### config.mk
export PLATFORM = sky130hd
export DESIGN_NAME = dmem_lane_port
export DESIGN_NICKNAME = d
export VERILOG_FILES = /design/src/rtl/pkg_tpu.sv /design/src/rtl/DPort_LdFIFO.sv /design/src/rtl/dmem_lane_port.sv
export SDC_FILE = /design/constraint.sdc
export NUM_CORES = 1
export LEC_CHECK = 0
export CORE_MARGIN = 1.5
export CORE_UTILIZATION = 40
export DETAILED_ROUTE_END_ITERATION = 16
export PLACE_DENSITY = 0.81
export SYNTH_ARGS = -nofsm -noshare
export SYNTH_HDL_FRONTEND = slang
export SYNTH_HIERARCHICAL = 1
export SYNTH_SLANG_ARGS = --single-unit
### constraint.sdc
create_clock -name clock -period 7.7 [get_ports clock]
set_input_delay 0.77 -clock clock [delete_from_list [all_inputs] [get_ports clock]]
set_output_delay 0.77 -clock clock [all_outputs]
set_load 0.02 [all_outputs]
### src/rtl/pkg_tpu.sv
// Shared TPU types: address/data widths and the DMem lane-port FSM encoding.
package pkg_tpu;

  localparam int unsigned ADDR_W = 16;
  localparam int unsigned DATA_W = 32;

  typedef logic [ADDR_W-1:0] address_t;
  typedef logic [DATA_W-1:0] data_t;

  typedef enum logic [2:0] {
    IDLE,
    REQ,
    WAIT_RDY,
    XFER,
    DRAIN,
    DONE
  } dport_fsm_t;

endpackage

### src/rtl/DPort_LdFIFO.sv
// Load-return buffer: power-of-two circular FIFO exposing its occupancy.
module DPort_LdFIFO
  import pkg_tpu::*;
#(
  parameter int unsigned DEPTH = 4
) (
  input  logic                     clock,
  input  logic                     reset,
  input  logic                     i_push,
  input  data_t                    i_data,
  input  logic                     i_pop,
  output data_t                    o_head,
  output logic                     o_empty,
  output logic [$clog2(DEPTH):0]   o_count
);

  localparam int unsigned PW = $clog2(DEPTH);
  localparam logic [PW:0] FULL = (PW + 1)'(DEPTH);

  data_t         r_mem [DEPTH];
  logic [PW-1:0] r_wr;
  logic [PW-1:0] r_rd;
  logic [PW:0]   r_count;
  logic          w_push;
  logic          w_pop;

  assign w_pop  = i_pop && (r_count != '0);
  // A pop in the same cycle frees the slot, so a push at full is still legal.
  assign w_push = i_push && ((r_count != FULL) || w_pop);

  always_ff @(posedge clock) begin
    if (w_push) r_mem[r_wr] <= i_data;
  end

  always_ff @(posedge clock or posedge reset) begin
    if (reset) begin
      r_wr    <= '0;
      r_rd    <= '0;
      r_count <= '0;
    end else begin
      if (w_push) r_wr <= r_wr + 1'b1;
      if (w_pop)  r_rd <= r_rd + 1'b1;
      if (w_push && !w_pop)      r_count <= r_count + 1'b1;
      else if (!w_push && w_pop) r_count <= r_count - 1'b1;
    end
  end

  assign o_head  = r_mem[r_rd];
  assign o_empty = (r_count == '0);
  assign o_count = r_count;

endmodule

### src/rtl/dmem_lane_port.sv
// Lane-side DMem port: runs one strided store or load command per request/grant handshake,
// with credit-limited load issue into a local return FIFO.
module dmem_lane_port
  import pkg_tpu::*;
#(
  parameter int unsigned LD_FIFO_DEPTH = 4
) (
  input  logic     clock,
  input  logic     reset,
  input  logic     I_Cmd_Valid,
  input  logic     I_Cmd_Store,
  input  address_t I_Length,
  input  address_t I_Stride,
  input  address_t I_Base_Addr,
  output logic     O_Cmd_Ready,
  input  logic     I_Src_Valid,
  input  data_t    I_Src_Data,
  output logic     O_Src_Ready,
  output logic     O_Dst_Valid,
  output data_t    O_Dst_Data,
  input  logic     I_Dst_Ready,
  output logic     O_St_Req,
  output address_t O_St_Length,
  output address_t O_St_Stride,
  output address_t O_St_Base_Addr,
  input  logic     I_St_Grant,
  input  logic     I_St_Ready,
  output logic     O_St_Valid,
  output data_t    O_St_Data,
  output logic     O_Ld_Req,
  output address_t O_Ld_Length,
  output address_t O_Ld_Stride,
  output address_t O_Ld_Base_Addr,
  input  logic     I_Ld_Grant,
  input  logic     I_Ld_Ready,
  output logic     O_Ld_Valid,
  input  data_t    I_Ld_Data,
  output logic     O_Busy,
  output logic     O_Done
);

  localparam int unsigned CW = $clog2(LD_FIFO_DEPTH) + 1;

  dport_fsm_t r_state;
  dport_fsm_t w_state_nxt;
  logic       r_store;
  address_t   r_len;
  address_t   r_stride;
  address_t   r_base;
  address_t   r_beats;
  logic       r_inflight;

  logic [CW-1:0] w_fifo_count;
  logic          w_fifo_empty;
  data_t         w_fifo_head;
  logic          w_grant;
  logic          w_ready;
  logic          w_credit;
  logic          w_beat;
  logic          w_last;
  logic          w_accept;

  assign w_grant  = r_store ? I_St_Grant : I_Ld_Grant;
  assign w_ready  = r_store ? I_St_Ready : I_Ld_Ready;
  // Room for one more return word once buffered and in-flight data are counted.
  assign w_credit = ({1'b0, w_fifo_count} + (CW + 1)'(r_inflight)) < (CW + 1)'(LD_FIFO_DEPTH);
  assign w_beat   = (r_state == XFER) && w_grant && w_ready &&
                    (r_store ? I_Src_Valid : w_credit);
  assign w_last   = (r_beats + 1'b1) == r_len;

  assign O_Cmd_Ready = (r_state == IDLE) && !reset;
  assign w_accept    = I_Cmd_Valid && O_Cmd_Ready;

  always_comb begin
    w_state_nxt = r_state;
    unique case (r_state)
      IDLE:     if (w_accept) w_state_nxt = (I_Length == '0) ? DONE : REQ;
      REQ:      if (w_grant) w_state_nxt = w_ready ? XFER : WAIT_RDY;
      WAIT_RDY: if (w_grant && w_ready) w_state_nxt = XFER;
      XFER:     if (w_beat && w_last) w_state_nxt = r_store ? DONE : DRAIN;
      DRAIN:    if (!r_inflight && w_fifo_empty) w_state_nxt = DONE;
      DONE:     w_state_nxt = IDLE;
      default:  w_state_nxt = IDLE;
    endcase
  end

  always_ff @(posedge clock or posedge reset) begin
    if (reset) begin
      r_state    <= IDLE;
      r_store    <= 1'b0;
      r_len      <= '0;
      r_stride   <= '0;
      r_base     <= '0;
      r_beats    <= '0;
      r_inflight <= 1'b0;
    end else begin
      r_state    <= w_state_nxt;
      r_inflight <= w_beat && !r_store;
      if (w_accept) begin
        r_store  <= I_Cmd_Store;
        r_len    <= I_Length;
        r_stride <= I_Stride;
        r_base   <= I_Base_Addr;
        r_beats  <= '0;
      end else if (w_beat) begin
        r_beats  <= r_beats + 1'b1;
      end
    end
  end

  DPort_LdFIFO #(
    .DEPTH (LD_FIFO_DEPTH)
  ) u_ld_fifo (
    .clock   (clock),
    .reset   (reset),
    .i_push  (r_inflight),
    .i_data  (I_Ld_Data),
    .i_pop   (O_Dst_Valid && I_Dst_Ready),
    .o_head  (w_fifo_head),
    .o_empty (w_fifo_empty),
    .o_count (w_fifo_count)
  );

  assign O_St_Req       = (r_state == REQ) && r_store;
  assign O_Ld_Req       = (r_state == REQ) && !r_store;
  assign O_St_Length    = r_len;
  assign O_St_Stride    = r_stride;
  assign O_St_Base_Addr = r_base;
  assign O_Ld_Length    = r_len;
  assign O_Ld_Stride    = r_stride;
  assign O_Ld_Base_Addr = r_base;

  assign O_St_Valid  = w_beat && r_store;
  assign O_Src_Ready = w_beat && r_store;
  assign O_St_Data   = O_St_Valid ? I_Src_Data : '0;
  assign O_Ld_Valid  = w_beat && !r_store;

  assign O_Dst_Valid = !w_fifo_empty;
  assign O_Dst_Data  = w_fifo_empty ? '0 : w_fifo_head;

  assign O_Busy = (r_state != IDLE);
  assign O_Done = (r_state == DONE);

endmodule

### Word-level counts from Yosys, hierarchy flattened

Memory sizes are Yosys's and may differ from the RTL's.
Cells that the tools add are included.

| storage, ports and cells | value |
|---|---|
| bits in writable memories | 128 |
| bits in read-only memories | 0 |
| latch bits | 0 |
| flip-flop bits (word level) | 76 |
| output and inout port bits | 169 |
| logic and storage cells | 82 |
| memories kept | 1 |

| cells by class | value |
|---|---|
| divide/modulo/power cells | 0 |
| shift-type cells | 0 |
| reduce and logical (&&, ||, !) cells | 32 |
| magnitude comparators | 1 |
| equality and inequality tests | 12 |
| bitwise logic cells | 0 |
| multiplexer cells | 20 |
| $mul | 0 |
| add/subtract/negate cells | 6 |

Memory list:

| memory | words | bits a word | rd ports | clocked after memory_dff | write ports | RTL line | source |
|---|---|---|---|---|---|---|---|
| u_ld_fifo.r_mem | 4 | 32 | 1 | 0 | 1 | DPort_LdFIFO.sv:20 | `data_t r_mem [DEPTH];` |

Operator list:

| kind | number |
|---|---|
| 2-to-1 mux 32 bit | 2 |
| 2-to-1 mux 16 bit | 2 |
| 2-to-1 mux 3 bit | 8 |
| logical AND 1 bit | 17 |
| adder 16 x 1 -> 16 bit (second input constant) | 1 |
| == test 16 bit | 1 |
| logical NOT 16 bit | 1 |
| one-hot mux 3 bit (5 select lines) | 1 |
| inequality test 2 bit (second input constant) | 4 |
| 2-to-1 mux 1 bit | 7 |
| == test 3 x 2 -> 1 bit (second input constant) | 2 |
| == test 3 bit (second input constant) | 2 |
| logical NOT 1 bit | 6 |
| logical NOT 3 bit | 2 |
| nonzero test 3 bit | 2 |
| AND reduction 5 bit | 1 |
| adder 2 x 1 -> 2 bit (second input constant) | 2 |
| adder 3 x 1 -> 4 bit | 1 |
| < comparator 4 x 3 -> 1 bit (second input constant) | 1 |
| nonzero test 2 bit | 2 |
| adder 3 x 1 -> 3 bit (second input constant) | 1 |
| == test 3 x 1 -> 1 bit (second input constant) | 1 |
| inequality test 3 bit (second input constant) | 1 |
| subtractor 3 x 1 -> 3 bit (second input constant) | 1 |
| 2 further kinds | 2 |

### Logic depth before layout (Yosys ltp)

Gate-level depths: netlist (run 1).

| logic depth | value |
|---|---|
| depth after elaboration | 10 |
| depth in mapped cells | 9 |

### By module

The synthesis (run 1) kept the hierarchy.

By module, submodules not included:

| module | cells each | instances | area an instance (um^2) | sequential area each (um^2) |
|---|---|---|---|---|
| DPort_LdFIFO | 203 | 1 | 5039.8 | 4018.9 |
| dmem_lane_port | 421 | 1 | 4221.5 | 1726.7 |

### Least setup slack after synthesis (run 1)

No wires, ideal clock.

| timing path | value |
|---|---|
| path type | in2out |
| start | input I_Ld_Grant |
| end | output O_Ld_Valid |
| arrival time | 2.051 ns |
| buffers on the path | 2 |
| path slack | 4.879 ns |
| stages on the path | 6 |
| cell sequence | and3b_1 -> a31oi_1 -> a211o_1 -> clkbuf_1 -> clkbuf_1 -> nor2_1 |

| between the ends | value |
|---|---|
| word-level cells in the longest chain between the ends | 5 |

RTL lines:

| item | RTL line | source |
|---|---|---|
| from (decl) | dmem_lane_port.sv:34 | `input logic I_Ld_Grant,` |
| 2-to-1 mux 1 bit | dmem_lane_port.sv:63 | `assign w_grant = r_store ? I_St_Grant : I_Ld_Grant;` |
| logical AND 1 bit (3 in a row) | dmem_lane_port.sv:67 | `assign w_beat = (r_state == XFER) && w_grant && w_ready &&` |
| logical AND 1 bit | dmem_lane_port.sv:136 | `assign O_Ld_Valid = w_beat && !r_store;` |
| to (decl) | dmem_lane_port.sv:36 | `output logic O_Ld_Valid,` |

No other way between the ends.

### Worst setup path after layout (run 1)

| timing path | value |
|---|---|
| start | input I_Ld_Ready |
| end | output O_St_Data[15] |

| between the ends | value |
|---|---|
| word-level cells in the longest chain between the ends | 5 |

RTL lines:

| item | RTL line | source |
|---|---|---|
| from (decl) | dmem_lane_port.sv:35 | `input logic I_Ld_Ready,` |
| 2-to-1 mux 1 bit | dmem_lane_port.sv:64 | `assign w_ready = r_store ? I_St_Ready : I_Ld_Ready;` |
| logical AND 1 bit (2 in a row) | dmem_lane_port.sv:67 |  |
| logical AND 1 bit | dmem_lane_port.sv:133 | `assign O_St_Valid = w_beat && r_store;` |
| 2-to-1 mux 32 bit | dmem_lane_port.sv:135 | `assign O_St_Data = O_St_Valid ? I_Src_Data : '0;` |
| to (decl) | dmem_lane_port.sv:29 | `output data_t O_St_Data,` |

No other way between the ends.

==> impl_metrics.xml, run 1 <==
<?xml version="1.0" encoding="UTF-8"?>
<metrics>
  <group name="outcome">
    <metric name="status" unit="">finished clean</metric>
  </group>
  <group name="route">
    <metric name="drtAntennaViolNets" unit="">0</metric>
    <metric name="drcViolationCount" unit="">0</metric>
    <metric name="drt_initial_violations" unit="">254</metric>
    <metric name="drtPass1Iterations" unit="">4</metric>
    <metric name="drt_wl_total" unit="um">20600</metric>
    <metric name="dr_total_vias" unit="">5867</metric>
    <metric name="routedWlPerCell" unit="um">17.7</metric>
    <metric name="detail_route.vias_per_cell" unit="">5.04</metric>
  </group>
  <group name="timing">
    <metric name="slew_headroom" unit="">0.410</metric>
    <metric name="hold_viol_final" unit="">0</metric>
    <metric name="fin_crit" unit="ns">3.92</metric>
    <metric name="finalSetupViolCount" unit="">0</metric>
    <metric name="min_period_over_period" unit="">0.509</metric>
    <metric name="tightest_slew" unit="ns">0.885</metric>
    <metric name="final_layout_worst_hold_slack" unit="ns">0.508</metric>
    <metric name="maxClockFrequency" unit="MHz">255</metric>
    <metric name="fin_setup_tns" unit="ns">0</metric>
    <metric name="grt_setup_unrepaired" unit="">false</metric>
    <metric name="fin_worst_skew" unit="ns">0.00581</metric>
    <metric name="final_max_slew_viol_count" unit="">0</metric>
  </group>
  <group name="grt">
    <metric name="grt_pass1_vias" unit="">6008</metric>
    <metric name="grt_use_total" unit="">0.169</metric>
    <metric name="largest_net_degree_at_the_start_of_global_routing" unit="">70</metric>
    <metric name="grt-ovfl-total" unit="">0</metric>
    <metric name="wire_length_of_the_first_global_routing_pass" unit="um">32300</metric>
    <metric name="grt_antenna_before_repair" unit="">0</metric>
  </group>
  <group name="pwr">
    <metric name="worst_ir_drop_vdd" unit="mV">0.232</metric>
    <metric name="flop_pwr_share" unit="">0.338</metric>
    <metric name="switching_share" unit="">0.351</metric>
    <metric name="cellPowerDensity" unit="nW/um^2">374</metric>
    <metric name="p_leak" unit="nW">4.61</metric>
    <metric name="net-switching-power" unit="W">0.00168</metric>
    <metric name="combinationalPowerShare" unit="">0.455</metric>
    <metric name="cell_internal_power" unit="W">0.00310</metric>
    <metric name="share_clk_of_total_power" unit="">0.207</metric>
  </group>
  <group name="clock_tree">
    <metric name="cts_made_buffers" unit="">21</metric>
    <metric name="clock_latency" unit="ns">0.49</metric>
    <metric name="cts_hold_buf" unit="">0</metric>
    <metric name="cts_post_setup_buffers_inserted" unit="">0</metric>
    <metric name="ctsResizeCount" unit="">0</metric>
    <metric name="clock_tree.root_cell" unit="">clkbuf_16</metric>
    <metric name="clock_path_buffers" unit="">3</metric>
    <metric name="cts_sink_cnt" unit="">204</metric>
    <metric name="ctsHtreeMaxLevel" unit="">1</metric>
    <metric name="cts.clk_slew.worst_paths" unit="ns">0.06</metric>
    <metric name="tritoncts" unit="">yes</metric>
  </group>
  <group name="yosys">
    <metric name="synth_cell_type_count" unit="">50</metric>
    <metric name="gate_count_of_the_mapped_netlist" unit="">624</metric>
    <metric name="netlist.top_cell.by_area" unit="">edfxtp_1</metric>
    <metric name="synth.area.top_cells" unit="">edfxtp_1 (42%), dfrtp_1 (21%), mux4_2 (7.8%)</metric>
    <metric name="synth-seq-area-share" unit="">0.620</metric>
    <metric name="postSynthNetCount" unit="">753</metric>
    <metric name="post_synth.cell_area_avg" unit="um^2">14.8</metric>
    <metric name="yosys_warnings" unit="">6</metric>
    <metric name="synth_flop_cell" unit="">edfxtp_1</metric>
    <metric name="post_synthesis_async_set_or_reset_flop_share" unit="">0.373</metric>
    <metric name="edff_count_synth" unit="">128</metric>
    <metric name="yosys_register_bits" unit="">204</metric>
    <metric name="synth_top_cell_area_share" unit="">0.415</metric>
    <metric name="syn_area" unit="um^2">9260</metric>
  </group>
  <group name="hold_path">
    <metric name="hold_path_startpoint" unit="">r_beats[15]$_DFFE_PP0P_</metric>
    <metric name="worstHoldPathType" unit="">reg -&gt; reg</metric>
  </group>
  <group name="run">
    <metric name="maxCapViolCount" unit="">0</metric>
  </group>
  <group name="placed_design">
    <metric name="io_buffers" unit="">290</metric>
    <metric name="placed_cell_area" unit="um^2">12100</metric>
    <metric name="routabilityCongestion" unit="">0.805</metric>
    <metric name="place.detailed.hpwl" unit="um">14200</metric>
  </group>
  <group name="finish">
    <metric name="multi_input_comb_area" unit="um^2">2990</metric>
    <metric name="post_route_cells_drive_above_1_share" unit="">0.159</metric>
    <metric name="seqCellArea" unit="um^2">5750</metric>
    <metric name="final_nets" unit="">992</metric>
    <metric name="stdcell_area" unit="um^2">12800</metric>
    <metric name="filler_cell_count" unit="">1842</metric>
    <metric name="synthToLayoutAreaGrowth" unit="%">37.8</metric>
    <metric name="num_antenna_cells" unit="">0</metric>
  </group>
  <group name="floorplanning">
    <metric name="num_io_pins" unit="">291</metric>
    <metric name="core_area" unit="um^2">22700</metric>
    <metric name="die_y" unit="um">155</metric>
    <metric name="die-area" unit="um^2">24100</metric>
    <metric name="initial_utilization" unit="">0.408</metric>
    <metric name="die-width" unit="um">155</metric>
    <metric name="std_cell_rows" unit="">55</metric>
  </group>
  <group name="critical_path">
    <metric name="arrival" unit="ns">3.15</metric>
    <metric name="worstSetupEndpointType" unit="">output pin</metric>
    <metric name="critPathLaunch" unit="">I_Ld_Ready</metric>
    <metric name="worst-setup-path-type" unit="">in -&gt; out</metric>
    <metric name="critical_path.max_fanout" unit="">34</metric>
    <metric name="worst-endpoint-required" unit="ns">6.93</metric>
    <metric name="worstSetupStartpointType" unit="">primary input</metric>
    <metric name="critical_path.reg2reg.startpoint" unit="">u_ld_fifo/o_count[0]$_DFFE_PP0P_</metric>
  </group>
</metrics>
stage by stage:
step | cells | worst slack (ns) | util | total power (W)
finish | 1163 | 3.78 | 0.562 | 0.00477
detailed placement | 1125 | 3.46 | 0.532 | 0.00382
global placement | 1125 | 3.67 | 0.532 | 0.00380
CTS | 1163 | 3.46 | 0.562 | 0.00483
global route | 1163 | 3.61 | 0.562 | 0.00501
floorplan | 624 | 4.88 | - | 0.00299
cell families (layout without fill, tap and decap cells):
family | count (synthesis) | after routing | share of synthesized area
muxes | 84 | 84 | 0.141
adders and majority gates | 7 | 7 | 0.0103
xor gates and xnor gates | 31 | 31 | 0.0293
buffers and inverters | 90 | 344 | 0.0585
AOI/OAI and AO/OA | 54 | 54 | 0.0381
and+or+nand+nor | 154 | 154 | 0.102
DFF | 204 | 204 | 0.620
placed cells by master, fill, tap and decap left out, types with 7 or more instances in the layout:
cell             Yosys  final
nor4_1               7      7
nor2b_1             37     37
mux2_2              50     50
clkbuf_16            0     21
nand2_1             12     11
mux4_2              32     32
inv_1               10      9
o21ai_0             22     22
nor2_1              18     18
dfrtp_1             76     75
xnor2_1             27     27
clkdlybuf4s50_1      0    290
nand3_1              9      9
a21oi_1              8      8
edfxtp_1           128    128
and2_1              35     35
layer usage:
metal / vias up / global-route usage / routed length [um]
met5: - / 0 / 0
met3: 33 / 0.0418 / 1690
met2: 251 / 0.288 / 9970
met4: 0 / 0.0430 / 420
li1: 2718 / - / -
met1: 2865 / 0.217 / 8500
cells in the mapped netlist (2+ instances only):
library cell    n
and2_1         35
clkbuf_1       16
xnor2_1        27
edfxtp_1      128
buf_4          52
o21ai_0        22
buf_2           7
and3b_1         2
ha_1            6
o21a_1          2
mux4_2         32
nor2b_1        37
nor2_1         18
nor4_2          3
mux2_2         50
nor4_1          7
nand2_1        12
dfrtp_1        76
o31ai_1         6
nand4_4         2
inv_1          10
xor2_1          4
and2_2          4
a21oi_1         8
nor3_2          2
a211o_1         2
and4_1          2
buf_1           5
o41ai_1         4
nand3b_1        2
nand3_1         9
nand4_1         3
nor3_1          6
a31oi_1         3
nand2b_1        5
worst max-delay path, cell delays in order:
cell and delay [ns]:
clkdlybuf4s50_1 0.48, and3b_1 0.16, a31oi_1 0.10, nor3_4 0.76
and2_1 0.25, clkdlybuf4s50_1 0.62
layout make-up:
class / count / share of cell area
sequential: 204 / 0.450
multi-input combinational: 330 / 0.235
timing repair buffer: 296 / 0.231
clock buffer: 26 / 0.0442
tap: 285 / 0.0279
clock inverter: 12 / 0.00883
inverter: 10 / 0.00294
final timing paths:
kind / cells after the start / to / slack [ns]
max in group asynchronous: 3 / O_Ld_Stride[6]$_DFFE_PP0P_ / 6.13
worst min-delay path: 1 / r_beats[15]$_DFFE_PP0P_ / 0.51
worst min register to register: 1 / r_beats[15]$_DFFE_PP0P_ / 0.51
worst max-delay path: 6 / O_St_Data[15] / 3.78
worst max register to register: 8 / u_ld_fifo/o_count[1]$_DFFE_PP0P_ / 4.89
min in group asynchronous: 2 / u_ld_fifo/r_rd[1]$_DFFE_PP0P_ / 0.65
registers in the layout (all words and copies together), names as in the netlist, 2 cells and up:
register	cells
u_ld_fifo/o_count	3
O_Ld_Base_Addr	16
r_beats	16
O_Ld_Length	16
O_Ld_Stride	16
r_state	3
u_ld_fifo/r_rd	2
u_ld_fifo/r_wr	2
u_ld_fifo/r_mem	128
power by group through the flow:
stage          combinational, W  clock (W)  sequential [W]
2_1_floorplan           0.00129          0         0.00170
3_3_place_gp            0.00217          0         0.00163
3_5_place_dp            0.00219          0         0.00163
4_1_cts                 0.00220    0.00102         0.00162
5_1_grt                 0.00231    0.00106         0.00165
6_report                0.00217   0.000986         0.00162
Power figures use the tool's default switching activity.
==> inputs of run 2 (changes only) <==
- clock period: 7.7 -> 3.65 ns (I/O delays scaled with it)
==> run 2 against run 1 <==
Compared with the run above:
- global-route usage grew 0.12 points
- cell count increased by 0.26%
- die area stayed put
- clock power grew 120%
- routed wire length grew 1.2%
- combinational power increased by 110%
- setup slack worse by 3.2 ns
- critical endpoint is now O_Dst_Data[3]
- largest cell class unchanged
- highest routed layer unchanged
==> impl_metrics.xml, run 2 (synthesis gave the netlist of run 1 again) <==
<?xml version="1.0" encoding="UTF-8"?>
<metrics>
  <group name="placed_design">
    <metric name="pre_cts_ws" unit="ns">0.968</metric>
    <metric name="routabilityCongestion" unit="">0.827</metric>
    <metric name="place.detailed.hpwl" unit="um">14400</metric>
    <metric name="io_buffers" unit="">290</metric>
  </group>
  <group name="timing">
    <metric name="finalSetupViolCount" unit="">0</metric>
    <metric name="fin_crit" unit="ns">3.11</metric>
    <metric name="final_max_slew_viol_count" unit="">0</metric>
    <metric name="maxClockFrequency" unit="MHz">321</metric>
    <metric name="tightest_slew" unit="ns">0.894</metric>
    <metric name="grt_setup_unrepaired" unit="">false</metric>
    <metric name="fin_worst_skew" unit="ns">0.00783</metric>
    <metric name="layout_setup_ws" unit="ns">0.536</metric>
    <metric name="min_period_over_period" unit="">0.853</metric>
    <metric name="slew_headroom" unit="">0.404</metric>
    <metric name="hold_viol_final" unit="">0</metric>
    <metric name="fin_setup_tns" unit="ns">0</metric>
  </group>
  <group name="critical_path">
    <metric name="cp.depth" unit="">4</metric>
    <metric name="worst-path-buf-inv" unit="">2</metric>
    <metric name="cp_slowest_stage_delay" unit="ns">0.70</metric>
    <metric name="worst-endpoint-required" unit="ns">3.28</metric>
    <metric name="worstSetupEndpointType" unit="">output pin</metric>
    <metric name="timing.critical_path.max_delay_family" unit="">buffers and inverters</metric>
    <metric name="crit_slowest_cell" unit="">dfrtp_2</metric>
    <metric name="worst-setup-path-type" unit="">reg -&gt; out</metric>
    <metric name="arrival" unit="ns">2.75</metric>
    <metric name="worstSetupStartpointType" unit="">register</metric>
    <metric name="crit_path_cell_trace" unit="">buf_12 -&gt; mux4_2 -&gt; nor2b_1 -&gt; clkdlybuf4s50_1</metric>
    <metric name="ff2ff_path_depth" unit="">7</metric>
    <metric name="critical_path.max_fanout" unit="">20</metric>
  </group>
  <group name="clock_tree">
    <metric name="cts_post_setup_buffers_inserted" unit="">0</metric>
    <metric name="ctsResizeCount" unit="">0</metric>
    <metric name="clock_tree.root_cell" unit="">clkbuf_16</metric>
    <metric name="cts.clk_slew.worst_paths" unit="ns">0.06</metric>
    <metric name="cts_sink_cnt" unit="">204</metric>
    <metric name="cts_made_buffers" unit="">23</metric>
    <metric name="cts_hold_buf" unit="">0</metric>
    <metric name="clock_path_buffers" unit="">3</metric>
    <metric name="tritoncts" unit="">yes</metric>
    <metric name="ctsHtreeMaxLevel" unit="">1</metric>
    <metric name="clock_latency" unit="ns">0.51</metric>
  </group>
  <group name="finish">
    <metric name="top_register" unit="">u_ld_fifo/r_mem</metric>
    <metric name="final_nets" unit="">995</metric>
    <metric name="synthToLayoutAreaGrowth" unit="%">38.2</metric>
    <metric name="post-route-util" unit="">0.564</metric>
    <metric name="filler_cell_count" unit="">1874</metric>
    <metric name="commonest_non_fill_non_tap_cell_in_the_layout" unit="">clkdlybuf4s50_1</metric>
    <metric name="largest_register_ff_count" unit="">128</metric>
    <metric name="num_antenna_cells" unit="">0</metric>
    <metric name="post_route_cells_drive_above_1_share" unit="">0.161</metric>
    <metric name="mostFrequentLayoutCells" unit="">clkdlybuf4s50_1 (290), edfxtp_1 (128), dfrtp_1 (75)</metric>
  </group>
  <group name="pwr">
    <metric name="cell_internal_power" unit="W">0.00651</metric>
    <metric name="flop_pwr_share" unit="">0.341</metric>
    <metric name="combinationalPowerShare" unit="">0.450</metric>
    <metric name="switching_share" unit="">0.358</metric>
    <metric name="worst_ir_drop_vdd" unit="mV">0.539</metric>
    <metric name="cellPowerDensity" unit="nW/um^2">793</metric>
    <metric name="share_clk_of_total_power" unit="">0.209</metric>
    <metric name="net-switching-power" unit="W">0.00364</metric>
    <metric name="p_leak" unit="nW">4.63</metric>
  </group>
  <group name="floorplanning">
    <metric name="num_io_pins" unit="">291</metric>
    <metric name="die-area" unit="um^2">24100</metric>
    <metric name="die-width" unit="um">155</metric>
    <metric name="die_y" unit="um">155</metric>
    <metric name="core_area" unit="um^2">22700</metric>
    <metric name="initial_utilization" unit="">0.408</metric>
    <metric name="std_cell_rows" unit="">55</metric>
  </group>
  <group name="route">
    <metric name="drt_wl_total" unit="um">20800</metric>
    <metric name="drtAntennaViolNets" unit="">0</metric>
    <metric name="routedWlPerCell" unit="um">17.9</metric>
    <metric name="drtPass1Iterations" unit="">4</metric>
    <metric name="drt_initial_violations" unit="">365</metric>
    <metric name="detail_route.vias_per_cell" unit="">5.00</metric>
    <metric name="drcViolationCount" unit="">0</metric>
    <metric name="dr_total_vias" unit="">5825</metric>
  </group>
  <group name="run">
    <metric name="maxCapViolCount" unit="">0</metric>
  </group>
  <group name="grt">
    <metric name="grt-ovfl-total" unit="">0</metric>
    <metric name="largest_net_degree_at_the_start_of_global_routing" unit="">60</metric>
    <metric name="wire_length_of_the_first_global_routing_pass" unit="um">32400</metric>
    <metric name="grt_pass1_vias" unit="">5929</metric>
    <metric name="grt_antenna_before_repair" unit="">0</metric>
    <metric name="grt_use_total" unit="">0.170</metric>
  </group>
  <group name="hold_path">
    <metric name="worstHoldPathType" unit="">in -&gt; async</metric>
  </group>
  <group name="outcome">
    <metric name="status" unit="">finished clean</metric>
  </group>
</metrics>
## run 2: final timing paths
kind,slack [ns],end,from
worst max-delay path,0.54,O_Dst_Data[3],u_ld_fifo/r_rd[0]$_DFFE_PP0P_
worst min-delay path,0.23,O_Ld_Length[3]$_DFFE_PP0P_,reset
worst max register to register,1.13,r_beats[13]$_DFFE_PP0P_,r_store$_DFFE_PP0P_
worst min register to register,0.52,O_Ld_Base_Addr[6]$_DFFE_PP0P_,O_Ld_Base_Addr[6]$_DFFE_PP0P_
max in group asynchronous,2.81,O_Ld_Stride[14]$_DFFE_PP0P_,reset
min in group clock,0.46,O_Ld_Stride[0]$_DFFE_PP0P_,I_Stride[0]
## run 2: power by group through the flow
stage	Clock (W)	Sequential (W)	Combinational [W]
6_report	0.00212	0.00346	0.00457
5_1_grt	0.00224	0.00354	0.00485
4_1_cts	0.00216	0.00346	0.00463
3_5_place_dp	0	0.00350	0.00460
3_3_place_gp	0	0.00348	0.00455
2_1_floorplan	0	0.00358	0.00272
## run 2: cell type report
cell class,count,area (um^2),area share
clock buffer,28,604,0.0472
timing repair buffer,297,2980,0.233
sequential,204,5750,0.449
clock inverter,12,88.8,0.00694
multi-input combinational,330,2990,0.233
tap,285,357,0.0279
inverter,10,37.5,0.00293
## run 2: routing by layer
metal	routed length (um)	GRT usage	up-vias
met2	10100	0.287	226
met5	0	0	-
li1	-	-	2732
met3	1350	0.0368	27
met4	464	0.0412	0
met1	8880	0.226	2840
## run 2: through the flow
stage	total power [W]	std cells	hold slack, ns	area, um^2
floorplan	0.00630	624	0.168	9260
global placement	0.00804	1126	0.514	12100
detailed placement	0.00810	1126	0.515	12100
CTS	0.0103	1166	0.213	12800
global route	0.0106	1166	0.275	12800
finish	0.0101	1166	0.231	12800
==> inputs of run 3 (changes only) <==
--- a/config.mk
+++ b/config.mk
@@ -12,4 +12,3 @@
 export SYNTH_ARGS = -nofsm -noshare
 export SYNTH_HDL_FRONTEND = slang
-export SYNTH_HIERARCHICAL = 1
 export SYNTH_SLANG_ARGS = --single-unit
==> constraint.sdc (replaced) <==
create_clock -name clock -period 3.65 [get_ports clock]
set_input_delay 0.9125 -clock clock [delete_from_list [all_inputs] [get_ports clock]]
set_output_delay 0.9125 -clock clock [all_outputs]
set_load 0.02 [all_outputs]
==> run 3 against run 2 <==
Compared with the run above:
- maximum frequency shrank 11%
- area after synthesis up 1.8%
- global-route usage grew 1.5 points
- largest cell class unchanged
==> impl_metrics.xml, run 3 <==
<?xml version="1.0" encoding="UTF-8"?>
<metrics>
  <group name="clock_tree">
    <metric name="cts_made_buffers" unit="">24</metric>
    <metric name="cts_sink_cnt" unit="">204</metric>
    <metric name="cts.clk_slew.worst_paths" unit="ns">0.05</metric>
    <metric name="tritoncts" unit="">yes</metric>
    <metric name="clock_tree.root_cell" unit="">clkbuf_16</metric>
    <metric name="ctsHtreeMaxLevel" unit="">1</metric>
    <metric name="clock_path_buffers" unit="">3</metric>
    <metric name="cts_hold_buf" unit="">0</metric>
    <metric name="clock_latency" unit="ns">0.53</metric>
  </group>
  <group name="floorplanning">
    <metric name="die_y" unit="um">157</metric>
    <metric name="die-width" unit="um">157</metric>
    <metric name="core_area" unit="um^2">23300</metric>
    <metric name="num_io_pins" unit="">291</metric>
    <metric name="initial_utilization" unit="">0.404</metric>
    <metric name="std_cell_rows" unit="">56</metric>
    <metric name="die-area" unit="um^2">24500</metric>
  </group>
  <group name="yosys">
    <metric name="muxShareOfSynthArea" unit="">0.138</metric>
    <metric name="edff_count_synth" unit="">128</metric>
    <metric name="synth.area.top_cells" unit="">edfxtp_1 (41%), dfrtp_1 (20%), mux4_2 (7.6%)</metric>
    <metric name="yosys_register_bits" unit="">204</metric>
    <metric name="yosys.cell_count.top_type" unit="">edfxtp_1</metric>
    <metric name="gate_count_of_the_mapped_netlist" unit="">643</metric>
    <metric name="postSynthNetCount" unit="">772</metric>
    <metric name="synth_cell_type_count" unit="">67</metric>
    <metric name="synth_xor_area_frac" unit="">0.0257</metric>
    <metric name="yosys_warnings" unit="">0</metric>
    <metric name="combinational_family_with_the_most_area_after_synthesis" unit="">multiplexers</metric>
    <metric name="synth-seq-area-share" unit="">0.609</metric>
    <metric name="synth_flop_cell" unit="">edfxtp_1</metric>
    <metric name="synth_compound_gate_area_share" unit="">0.0493</metric>
    <metric name="synth_common_cells" unit="">edfxtp_1 (128), dfrtp_1 (76), and2_1 (71), buf_4 (50), mux2_2 (33)</metric>
    <metric name="post_synth.cell_area_avg" unit="um^2">14.7</metric>
    <metric name="post_synthesis_async_set_or_reset_flop_share" unit="">0.373</metric>
    <metric name="synth_fa_ha_area_frac" unit="">0.0101</metric>
    <metric name="netlist.top_cell.by_area" unit="">edfxtp_1</metric>
    <metric name="synth_top_cell_area_share" unit="">0.408</metric>
    <metric name="syn_area" unit="um^2">9430</metric>
    <metric name="post_synth_and_or_nand_nor_area_fraction" unit="">0.109</metric>
  </group>
  <group name="route">
    <metric name="dr_total_vias" unit="">6130</metric>
    <metric name="drt_initial_violations" unit="">335</metric>
    <metric name="detail_route.vias_per_cell" unit="">4.98</metric>
    <metric name="drtPass1Iterations" unit="">5</metric>
    <metric name="routedWlPerCell" unit="um">19.2</metric>
    <metric name="drtAntennaViolNets" unit="">0</metric>
    <metric name="drt_wl_total" unit="um">23600</metric>
    <metric name="drcViolationCount" unit="">0</metric>
  </group>
  <group name="timing">
    <metric name="fin_setup_tns" unit="ns">0</metric>
    <metric name="fin_crit" unit="ns">3.50</metric>
    <metric name="grt_setup_unrepaired" unit="">false</metric>
    <metric name="hold_viol_final" unit="">0</metric>
    <metric name="finalSetupViolCount" unit="">0</metric>
    <metric name="slew_headroom" unit="">0.516</metric>
    <metric name="final_max_slew_viol_count" unit="">0</metric>
    <metric name="fin_worst_skew" unit="ns">0.0230</metric>
    <metric name="tightest_slew" unit="ns">0.719</metric>
    <metric name="min_period_over_period" unit="">0.960</metric>
    <metric name="maxClockFrequency" unit="MHz">286</metric>
  </group>
  <group name="finish">
    <metric name="final-instance-count-excl-fill" unit="">1230</metric>
    <metric name="filler_cell_count" unit="">1861</metric>
    <metric name="largest_register_ff_count" unit="">128</metric>
    <metric name="commonest_non_fill_non_tap_cell_in_the_layout" unit="">clkdlybuf4s50_1</metric>
    <metric name="synthToLayoutAreaGrowth" unit="%">41.1</metric>
    <metric name="final_nets" unit="">1020</metric>
    <metric name="top_register" unit="">u_ld_fifo.r_mem</metric>
    <metric name="mostFrequentLayoutCells" unit="">clkdlybuf4s50_1 (258), edfxtp_1 (128), dfrtp_1 (75)</metric>
    <metric name="post_route_cells_drive_above_1_share" unit="">0.155</metric>
  </group>
  <group name="critical_path">
    <metric name="worst-endpoint-required" unit="ns">2.74</metric>
    <metric name="worst-setup-path-type" unit="">in -&gt; out</metric>
    <metric name="critical_path.max_fanout" unit="">16</metric>
    <metric name="arrival" unit="ns">2.59</metric>
    <metric name="worstSetupStartpointType" unit="">primary input</metric>
    <metric name="worstSetupEndpointType" unit="">output pin</metric>
  </group>
  <group name="grt">
    <metric name="grt-ovfl-total" unit="">0</metric>
    <metric name="grt_pass1_vias" unit="">6178</metric>
    <metric name="wire_length_of_the_first_global_routing_pass" unit="um">35000</metric>
    <metric name="grt_antenna_before_repair" unit="">1</metric>
    <metric name="grt_use_total" unit="">0.186</metric>
    <metric name="largest_net_degree_at_the_start_of_global_routing" unit="">45</metric>
  </group>
  <group name="pwr">
    <metric name="worst_ir_drop_vdd" unit="mV">0.633</metric>
    <metric name="p_leak" unit="nW">5.36</metric>
    <metric name="cellPowerDensity" unit="nW/um^2">776</metric>
  </group>
  <group name="hold_path">
    <metric name="worstHoldPathType" unit="">reg -&gt; reg</metric>
  </group>
  <group name="placed_design">
    <metric name="numPlacedInstances" unit="">1184</metric>
    <metric name="io_buffers" unit="">290</metric>
    <metric name="place.detailed.hpwl" unit="um">16600</metric>
    <metric name="routabilityCongestion" unit="">0.859</metric>
  </group>
  <group name="outcome">
    <metric name="status" unit="">finished clean</metric>
  </group>
  <group name="run">
    <metric name="maxCapViolCount" unit="">0</metric>
  </group>
</metrics>
run 3: changes by cell type after synthesis, sizes merged, moves of 3 or more:
cell / before / now
and2: 39 / 71
buf: 64 / 58
clkbuf: 16 / 28
inv: 10 / 7
nand2: 12 / 19
nand2b: 5 / 2
nor2b: 37 / 4
nor4: 10 / 6
o211ai: 1 / 4
or4: 1 / 4
xnor2: 27 / 18
xor2: 4 / 7
run 3: worst paths after layout:
check                                              startpoint                             to  slack, ns  cells past startpoint
worst min register to register  O_Ld_Base_Addr[2]$_DFFE_PP0P_  O_Ld_Base_Addr[2]$_DFFE_PP0P_       0.52                      1
worst max-delay path                               I_St_Grant                     O_St_Valid       0.15                      5
min in group asynchronous                               reset         r_state[1]$_DFFE_PP0P_       0.85                      2
max in group asynchronous                               reset  O_Ld_Base_Addr[2]$_DFFE_PP0P_       2.15                      3
worst min-delay path            O_Ld_Base_Addr[2]$_DFFE_PP0P_  O_Ld_Base_Addr[2]$_DFFE_PP0P_       0.52                      1
worst max register to register         r_beats[0]$_DFFE_PP0P_         r_state[1]$_DFFE_PP0P_       1.06                      7
run 3: logic make-up (layout without fill, tap and decap cells):
logic type | Yosys count | in the layout
other | 0 | 2
buffers and inverters | 93 | 359
DFF | 204 | 204
adders and majority gates | 7 | 7
muxes | 84 | 84
and+or+nand+nor | 164 | 164
AOI/OAI and AO/OA | 65 | 65
xor gates and xnor gates | 26 | 26
run 3: timing repair:
| action | 4_1_cts | 5_1_grt |
|---|---|---|
| setup endpoints to repair | 5 | 27 |
| gates resized for setup | 5 | 28 |
| buffers inserted | 0 | 0 |
| endpoints found under the hold margin | 0 | 0 |
run 3: area by class of cell:
| type | instances | area (um^2) | share of cell area |
|---|---|---|---|
| inverter | 7 | 27.5 | 0.00207 |
| sequential | 204 | 5750 | 0.432 |
| antenna | 2 | 5.00 | 0.000376 |
| timing repair buffer | 308 | 3160 | 0.238 |
| tap | 319 | 399 | 0.0300 |
| multi-input combinational | 346 | 3140 | 0.236 |
| clock buffer | 29 | 619 | 0.0465 |
| clock inverter | 15 | 205 | 0.0154 |
run 3: metal layers:
layer  part of all wire  GRT usage  vias up
met1               0.44      0.259     3027
li1                   -          -     2846
met2               0.48      0.297      213
met3              0.060     0.0377       44
met5                  0          0        -
met4              0.022     0.0481        0
run 3: report_power, final:
group	switching, W	internal, W	leakage [nW]
combinational	0.00222	0.00237	2.85
clock	0.000946	0.00150	0.396
sequential	0.000439	0.00285	2.10
total	0.00361	0.00672	5.36
run 3: critical path: stages:
cell	delay, ns
clkdlybuf4s50_1	0.55
nand4_1	0.16
nor2_2	0.14
buf_4	0.20
clkdlybuf4s50_1	0.62
run 3: through the flow:
| stage | instance area [um^2] | setup slack (ns) | total power, W | hold WS [ns] | utilization |
|---|---|---|---|---|---|
| 3_5_place_dp | 12400 | 0.00157 | 0.00794 | 0.511 | 0.532 |
| 2_1_floorplan | 9430 | 0.772 | 0.00607 | 0.471 | - |
| 5_1_grt | 13300 | 0.0382 | 0.0108 | 0.536 | 0.570 |
| 6_report | 13300 | 0.148 | 0.0103 | 0.518 | 0.570 |
| 3_3_place_gp | 12400 | 0.0377 | 0.00789 | 0.500 | 0.532 |
| 4_1_cts | 13200 | 0.00162 | 0.0104 | 0.519 | 0.567 |
